--- src/rtl/uart_tx_fifo.sv ---
// uart_tx_fifo: FIFO-buffered UART transmitter with configurable
// data width, parity and stop bits.
module uart_tx_fifo #(
    parameter int DATA_BITS  = 8,
    parameter int FIFO_DEPTH = 16,
    parameter int BAUD_W     = 16
) (
    input  logic                        clk,
    input  logic                        reset,
    input  logic [BAUD_W-1:0]           baud_div,
    input  logic [1:0]                  parity_mode,
    input  logic                        two_stop,
    input  logic [DATA_BITS-1:0]        tx_data,
    input  logic                        tx_latch,
    output logic                        tx_full,
    output logic                        tx_empty,
    output logic [$clog2(FIFO_DEPTH):0] tx_level,
    output logic                        tx_overflow,
    input  logic                        ovf_clear,
    output logic                        tx_out
);
    localparam int AW = $clog2(FIFO_DEPTH);

    typedef enum logic [2:0] {
        IDLE, START, DATA, PARITY, STOP
    } state_t;

    state_t state, state_n;

    logic [DATA_BITS-1:0] mem [FIFO_DEPTH];
    logic [AW:0]          wr_ptr, rd_ptr;
    logic                 push, pop, fifo_empty;
    logic [DATA_BITS-1:0] head;

    logic [BAUD_W-1:0]    div_q, baud_cnt, div_eff;
    logic [3:0]           bit_cnt;
    logic [DATA_BITS-1:0] shreg;
    logic                 par_en, par_bit, two_q;
    logic                 tick, last_data, last_stop;
    logic                 line_n, busy_q;

    assign tx_level   = wr_ptr - rd_ptr;
    assign tx_full    = tx_level == (AW+1)'(FIFO_DEPTH);
    assign fifo_empty = wr_ptr == rd_ptr;
    assign push       = tx_latch && !tx_full;
    assign head       = mem[rd_ptr[AW-1:0]];
    assign div_eff    = (baud_div == '0) ? BAUD_W'(1) : baud_div;
    assign tick       = baud_cnt == '0;
    assign last_data  = bit_cnt == 4'(DATA_BITS - 1);
    assign last_stop  = bit_cnt == {3'b000, two_q};

    assign pop = !fifo_empty &&
                 (state == IDLE ||
                  (state == STOP && tick && last_stop));

    // busy_q covers the cycle the registered line lags the FSM
    assign tx_empty = fifo_empty && state == IDLE && !busy_q;

    always_ff @(posedge clk) begin
        if (push) mem[wr_ptr[AW-1:0]] <= tx_data;
    end

    always_ff @(posedge clk or negedge reset) begin
        if (!reset) begin
            wr_ptr      <= '0;
            rd_ptr      <= '0;
            tx_overflow <= 1'b0;
        end else begin
            if (push) wr_ptr <= wr_ptr + 1'b1;
            if (pop)  rd_ptr <= rd_ptr + 1'b1;
            if (tx_latch && tx_full) tx_overflow <= 1'b1;
            else if (ovf_clear)      tx_overflow <= 1'b0;
        end
    end

    always_ff @(posedge clk or negedge reset) begin
        if (!reset) state <= IDLE;
        else        state <= state_n;
    end

    always_comb begin
        state_n = state;
        unique case (state)
            IDLE:   if (!fifo_empty) state_n = START;
            START:  if (tick) state_n = DATA;
            DATA:   if (tick && last_data)
                        state_n = par_en ? PARITY : STOP;
            PARITY: if (tick) state_n = STOP;
            STOP:   if (tick && last_stop)
                        state_n = fifo_empty ? IDLE : START;
            default: state_n = IDLE;
        endcase
    end

    always_ff @(posedge clk or negedge reset) begin
        if (!reset) begin
            shreg    <= '0;
            par_bit  <= 1'b0;
            par_en   <= 1'b0;
            two_q    <= 1'b0;
            div_q    <= '0;
            baud_cnt <= '0;
            bit_cnt  <= '0;
        end else if (pop) begin
            shreg    <= head;
            par_bit  <= (^head) ^ (parity_mode == 2'b10);
            par_en   <= parity_mode == 2'b01 ||
                        parity_mode == 2'b10;
            two_q    <= two_stop;
            div_q    <= div_eff;
            baud_cnt <= div_eff;
            bit_cnt  <= '0;
        end else if (state != IDLE) begin
            if (tick) begin
                baud_cnt <= div_q;
                bit_cnt  <= (state_n != state) ?
                            4'd0 : bit_cnt + 4'd1;
                if (state == DATA) shreg <= shreg >> 1;
            end else begin
                baud_cnt <= baud_cnt - 1'b1;
            end
        end
    end

    always_comb begin
        line_n = 1'b1;
        unique case (state)
            START:   line_n = 1'b0;
            DATA:    line_n = shreg[0];
            PARITY:  line_n = par_bit;
            default: line_n = 1'b1;
        endcase
    end

    always_ff @(posedge clk or negedge reset) begin
        if (!reset) begin
            tx_out <= 1'b1;
            busy_q <= 1'b0;
        end else begin
            tx_out <= line_n;
            busy_q <= state != IDLE;
        end
    end

endmodule

--- config.mk ---
export PLATFORM = sky130hd
export DESIGN_NAME = uart_tx_fifo
export DESIGN_NICKNAME = d
export VERILOG_FILES = /design/src/rtl/uart_tx_fifo.sv
export SDC_FILE = /design/constraint.sdc
export NUM_CORES = 1
export LEC_CHECK = 0
export CAP_MARGIN = 15
export CORE_ASPECT_RATIO = 0.5
export CORE_MARGIN = 3
export CORE_UTILIZATION = 54
export DETAILED_ROUTE_END_ITERATION = 6
export GPL_TIMING_DRIVEN = 0
export PLACE_DENSITY = 0.75
export SYNTH_ARGS = -nofsm -noshare
export SYNTH_HDL_FRONTEND = slang
export SYNTH_SLANG_ARGS = --single-unit
--- constraint.sdc ---
create_clock -name clk -period 3.4 [get_ports clk]
set_input_delay 0.68 -clock clk [delete_from_list [all_inputs] [get_ports clk]]
set_output_delay 0.68 -clock clk [all_outputs]
set_load 0.005 [all_outputs]
=== Word level (Yosys, flattened, before mapping) ===
Memories as Yosys holds them, arrays and structs flattened.
Index checks and enable logic that the tools add are counted.

* Bitwise gates (word level): 1
* Equal/unequal tests: 11
* Mux-type cells: 25
* Add/subtract/negate cells: 5
* Reduce and logical (&&, ||, !) cells: 25

{| class="wikitable"
|+ Operator list
! kind !! count
|-
| $mux W16 || 4
|-
| $logic_not A16 Y1 || 2
|-
| $mux W8 || 4
|-
| $mux W3 || 6
|-
| $mux W4 || 4
|-
| $sub A16 B1 Y16 const B || 1
|-
| $pmux W3 S5 || 1
|-
| $add A5 B1 Y5 const B || 2
|-
| $logic_and A1 B1 Y1 || 9
|-
| $reduce_bool A2 Y1 || 4
|-
| $reduce_xor A8 Y1 || 1
|-
| $eq A3 B2 Y1 const B || 2
|-
| $eq A5 B5 Y1 || 1
|-
| $eq A5 B5 Y1 const B || 1
|-
| $mux W1 || 5
|-
| $sub A5 B5 Y5 || 1
|-
| $add A4 B1 Y4 const B || 1
|-
| $eq A4 B1 Y1 || 1
|-
| $eq A4 B3 Y1 const B || 1
|-
| $eq A3 B1 Y1 const B || 1
|-
| $eq A3 B3 Y1 const B || 1
|-
| $logic_not A1 Y1 || 3
|-
| $logic_not A3 Y1 || 1
|-
| $ne A3 B3 Y1 || 1
|-
| other kinds (8) || 9
|}

* Memories kept: 1
* Output and inout bits: 9
* Register bits: 63
* Word-level logic and storage cells: 81
* Input port bits: 31
* Bits in writable memories: 128

{| class="wikitable"
|+ Memory list
! memory !! depth !! bits a word !! rd ports !! clocked after Yosys merged registers in !! write ports !! line !! text
|-
| mem || 16 || 8 || 1 || 0 || 1 || 30 || <nowiki>logic [DATA_BITS-1:0] mem [FIFO_DEPTH];</nowiki>
|}

=== Depth between registers and ports, before layout ===
* Depth after elaboration: 9
* Depth in mapped cells: 11
* Depth with buffers taken out: 10

=== Worst setup path before layout ===
OpenSTA, ideal clock, no wires.

* Path kind: register to register
* Start point: register rd_ptr[1]
* End point: memory mem[11][0], enable pin
* Setup time: 0.385 ns
* Required time: 3.015 ns
* Slack: 0.045 ns
* Path buffers: 2
* Cell stages (with the launch flop): 11
* Clock period less this slack: 3.355 ns
* Arrival: 2.970 ns
* Cells stage by stage: dfrtp_1 -> buf_2 -> clkinv_1 -> ha_1 -> a21o_1 -> a21oi_1 -> xnor2_1 -> o31a_1 -> clkbuf_1 -> nand2_1 -> nor3b_1

* Cells in the longest elaborated chain, start to end: 6

{| class="wikitable"
|+ Ends and longest elaborated chain
! what !! line !! text
|-
| start, declared || 31 || <nowiki>logic [AW:0] wr_ptr, rd_ptr;</nowiki>
|-
| start signal, assigned || 70 || <nowiki>if (pop) rd_ptr <= rd_ptr + 1'b1;</nowiki>
|-
| $sub A5 B5 Y5 || 42 || <nowiki>assign tx_level = wr_ptr - rd_ptr;</nowiki>
|-
| via tx_level[3] || 17 || <nowiki>output logic [$clog2(FIFO_DEPTH):0] tx_level,</nowiki>
|-
| $eq A5 B5 Y1 || 43 || <nowiki>assign tx_full = tx_level == (AW+1)'(FIFO_DEPTH);</nowiki>
|-
| $logic_not A1 Y1 || 45 || <nowiki>assign push = tx_latch && !tx_full;</nowiki>
|-
| $logic_and A1 B1 Y1 || 45 ||
|-
| $mux W1 || 60 || <nowiki>if (push) mem[wr_ptr[AW-1:0]] <= tx_data;</nowiki>
|-
| $mux W1 (implied by the code) || 60 ||
|-
| end, declared || 30 ||
|}

The timed path passes the listed nets, and every way through them passes these cells.

=== Final worst setup path ===
* Start point: register rd_ptr[1]
* End point: output tx_level[3]

* Cells in the longest elaborated chain, start to end: 1

{| class="wikitable"
|+ Ends and longest elaborated chain
! what !! line
|-
| $sub A5 B5 Y5 || 42
|-
| end, declared || 17
|}

No other way between the ends.

==> flow_metrics.tcl <==
set metrics [dict create \
    finalPower_uw 6770 \
    antenna_cells 0 \
    rows 31 \
    critPathCaptureType "output port" \
    clock-sinks 191 \
    drt_drc_violations_left 0 \
    yosysMostFrequentCell "edfxtp_1" \
    final-seq-area_sq_um 5430 \
    grt_max_degree 64 \
    synth_ff_type "edfxtp_1" \
    syn_nets 648 \
    yosysTopAreaCellShare 0.457 \
    globalplace.congestion 0.842 \
    placed_area_sq_um 9130 \
    wl_met3_um 1640 \
    start_util 0.566 \
    leakage_uw 0.00384 \
    area_growth_pct 21.4 \
    fp.dieW_um 182 \
    run_status "finished clean" \
    async_flop_share 0.330 \
    fin_area_sq_um 10200 \
    first_pass_iters 4 \
    netlist_instances 604 \
    tns_ns 0 \
    min_period_ns 3.32 \
    startpoint_type "flop" \
    max_cap_violations 0 \
    synth_commonest_cells "128 x edfxtp_1, 86 x nand2_1, 62 x dfrtp_1" \
    netlist_area_sq_um 8400 \
    h-tree-depth 4 \
    grt.total_usage 0.243 \
    synth_cell_types 55 \
    tightest_slew_ns 1.17 \
    cts.clk_slew.worst_paths_ns 0.08 \
    critPathRequiredTime_ns 2.72 \
    cellPowerDensity_nw_per_um2 663 \
    post-place-ws_ns -0.820 \
    dp_hpwl_um 12000 \
    critPathKind "flop to output port" \
    holdCritPathClass "input port to asynchronous set/reset pin" \
    num-fill-cells 980 \
    dieArea_sq_um 17200 \
    worst_slack_ns 0.0843 \
    syn_avg_cell_area_sq_um 13.9 \
    wl_met2_um 9750 \
    final_nets 732 \
    synth_edf_count 128 \
    drive_above_1_share 0.215 \
    tritoncts "done" \
    multi_input_area_sq_um 2990 \
    cts.path.max_buffers 2 \
    num_vias 5534 \
    fin_crit_sh 0.975 \
    core_region_area_sq_um 14900 \
    die_height_um 94.2 \
    arrival_ns 2.64 \
    clockRootBuffer "clkbuf_16" \
    netlist_top_cells_area "edfxtp_1 46%, dfrtp_1 18%, mux4_2 8.3%, nand2_1 3.8%, xnor2_1 2.3%" \
    finalMaxSlewViolations 0 \
    hold_violations 0 \
    relSlewSlack 0.219 \
    grt_pass1_vias 5422 \
    path_max_fanout 10 \
    setup_viol 0 \
    num_io_pins 40 \
    synth_seq_cells 191 \
    grt_antenna_before_repair 0 \
    synth_top_area_cell "edfxtp_1" \
    ys_seq_area_frac 0.645 \
    cts_hold_buffers 0 \
    grt_pass1_wl_um 31000 \
    wl_per_cell_um 22.8 \
    highest_layer "met4" \
    numCtsBuffers 17 \
    via_per_inst 6.16 \
    synth_warnings 0 \
    ant_nets 0 \
    finalClockSkew_ns 0.0132 \
    io_buffers 39 \
    drtIter0Drc 660 \
    clk_latency_ns 0.43 \
    fmax_mhz 302 \
    grt_overflow 0 \
    wl_met1_um 8600 \
    postRouteWirelength_um 20500 \
    final_util 0.687 \
    ir_drop_mv 0.381 \
]
## final cells by class
| type | count | area share |
|---|---|---|
| sequential | 191 | 0.532 |
| multi-input combinational | 367 | 0.293 |
| timing repair buffer | 69 | 0.0699 |
| clock buffer | 17 | 0.0417 |
| tap | 198 | 0.0243 |
| clock inverter | 15 | 0.0188 |
| buffer | 25 | 0.0139 |
| inverter | 17 | 0.00723 |
## critical path: stages (launching register included)
cell and delay (ns):
dfrtp_2 0.38, buf_4 0.22, clkinv_4 0.14, ha_1 0.34, a21o_1 0.19, a21oi_1 0.18, xnor2_1 0.20, clkdlybuf4s50_1 0.56
## final timing paths
kind | startpoint | cells past startpoint | to | slack [ns]
min in group clk | div_q[2] | 2 | div_q[2] | 0.49
hold / removal | reset | 1 | div_q[14] | 0.32
setup / recovery | rd_ptr[1] | 7 | tx_level[3] | 0.08
setup reg to reg | rd_ptr[2] | 9 | par_bit | 0.29
hold reg to reg | div_q[2] | 2 | div_q[2] | 0.49
max in group asynchronous | reset | 1 | rd_ptr[2] | 2.48
## cell usage in the layout (no fill, tap or decap), types with 4 or more instances in the layout
master	n
mux2_2	4
nor3_4	4
a31oi_1	8
buf_12	7
xor2_1	6
a211oi_1	4
or3_1	5
buf_4	25
buf_6	6
o21ai_0	30
inv_1	15
mux4_2	31
edfxtp_1	128
ha_1	11
xnor2_1	21
nor2_1	31
nand3_1	9
buf_2	8
nand4_1	4
nand2_1	83
dfrtp_2	4
clkinv_8	4
o211ai_1	9
nor3_1	7
clkdlybuf4s50_1	36
mux2i_1	15
nor4_1	7
a21oi_1	13
clkbuf_16	17
dfrtp_1	58
clkbuf_1	9
nor3b_4	8
## stage by stage
stage	hold WS (ns)	instances
after global routing	0.390	899
after detailed placement	0.463	844
final	0.321	899
after CTS	0.353	892
after global placement	0.454	841
after floorplan	0.384	604
## flip-flops by register name (all words and copies together), names as in the netlist, 3 cells and up
signal and cells:
baud_cnt 16, bit_cnt 4, div_q 16, mem 128, rd_ptr 5, shreg 8
state 3, wr_ptr 5
## cells by family (layout without fill, tap and decap cells)
kind of cell / count (synthesis) / in the layout / synth area share
adder cells (fa/ha/maj): 13 / 13 / 0.0202
buffers and inverters: 46 / 143 / 0.0250
AO/OA/AOI/OAI: 89 / 89 / 0.0664
XOR/XNOR: 29 / 29 / 0.0319
AND/OR/NAND/NOR: 183 / 183 / 0.0996
multiplexers: 53 / 53 / 0.112
flip-flops: 191 / 191 / 0.645
## per-layer routing
metal,global-route usage,vias up
met1,0.327,2792
met5,0,-
met3,0.0584,41
li1,-,2424
met2,0.392,277
met4,0.0874,0
## what timing repair did
item / in CTS / in global routing
buffers inserted: 18 / 9
setup endpoints to repair: 133 / 131
resized for setup: 33 / 11
pin swaps: 8 / 4
## power breakdown
| part | leakage (uW) | total (uW) | switching (uW) | internal, uW |
|---|---|---|---|---|
| clock network | 0.000296 | 2060 | 994 | 1070 |
| logic | 0.00164 | 1740 | 916 | 824 |
| registers | 0.00190 | 2970 | 194 | 2770 |
| total | 0.00384 | 6770 | 2100 | 4660 |
No activity file was read; power rests on OpenSTA's default activity.
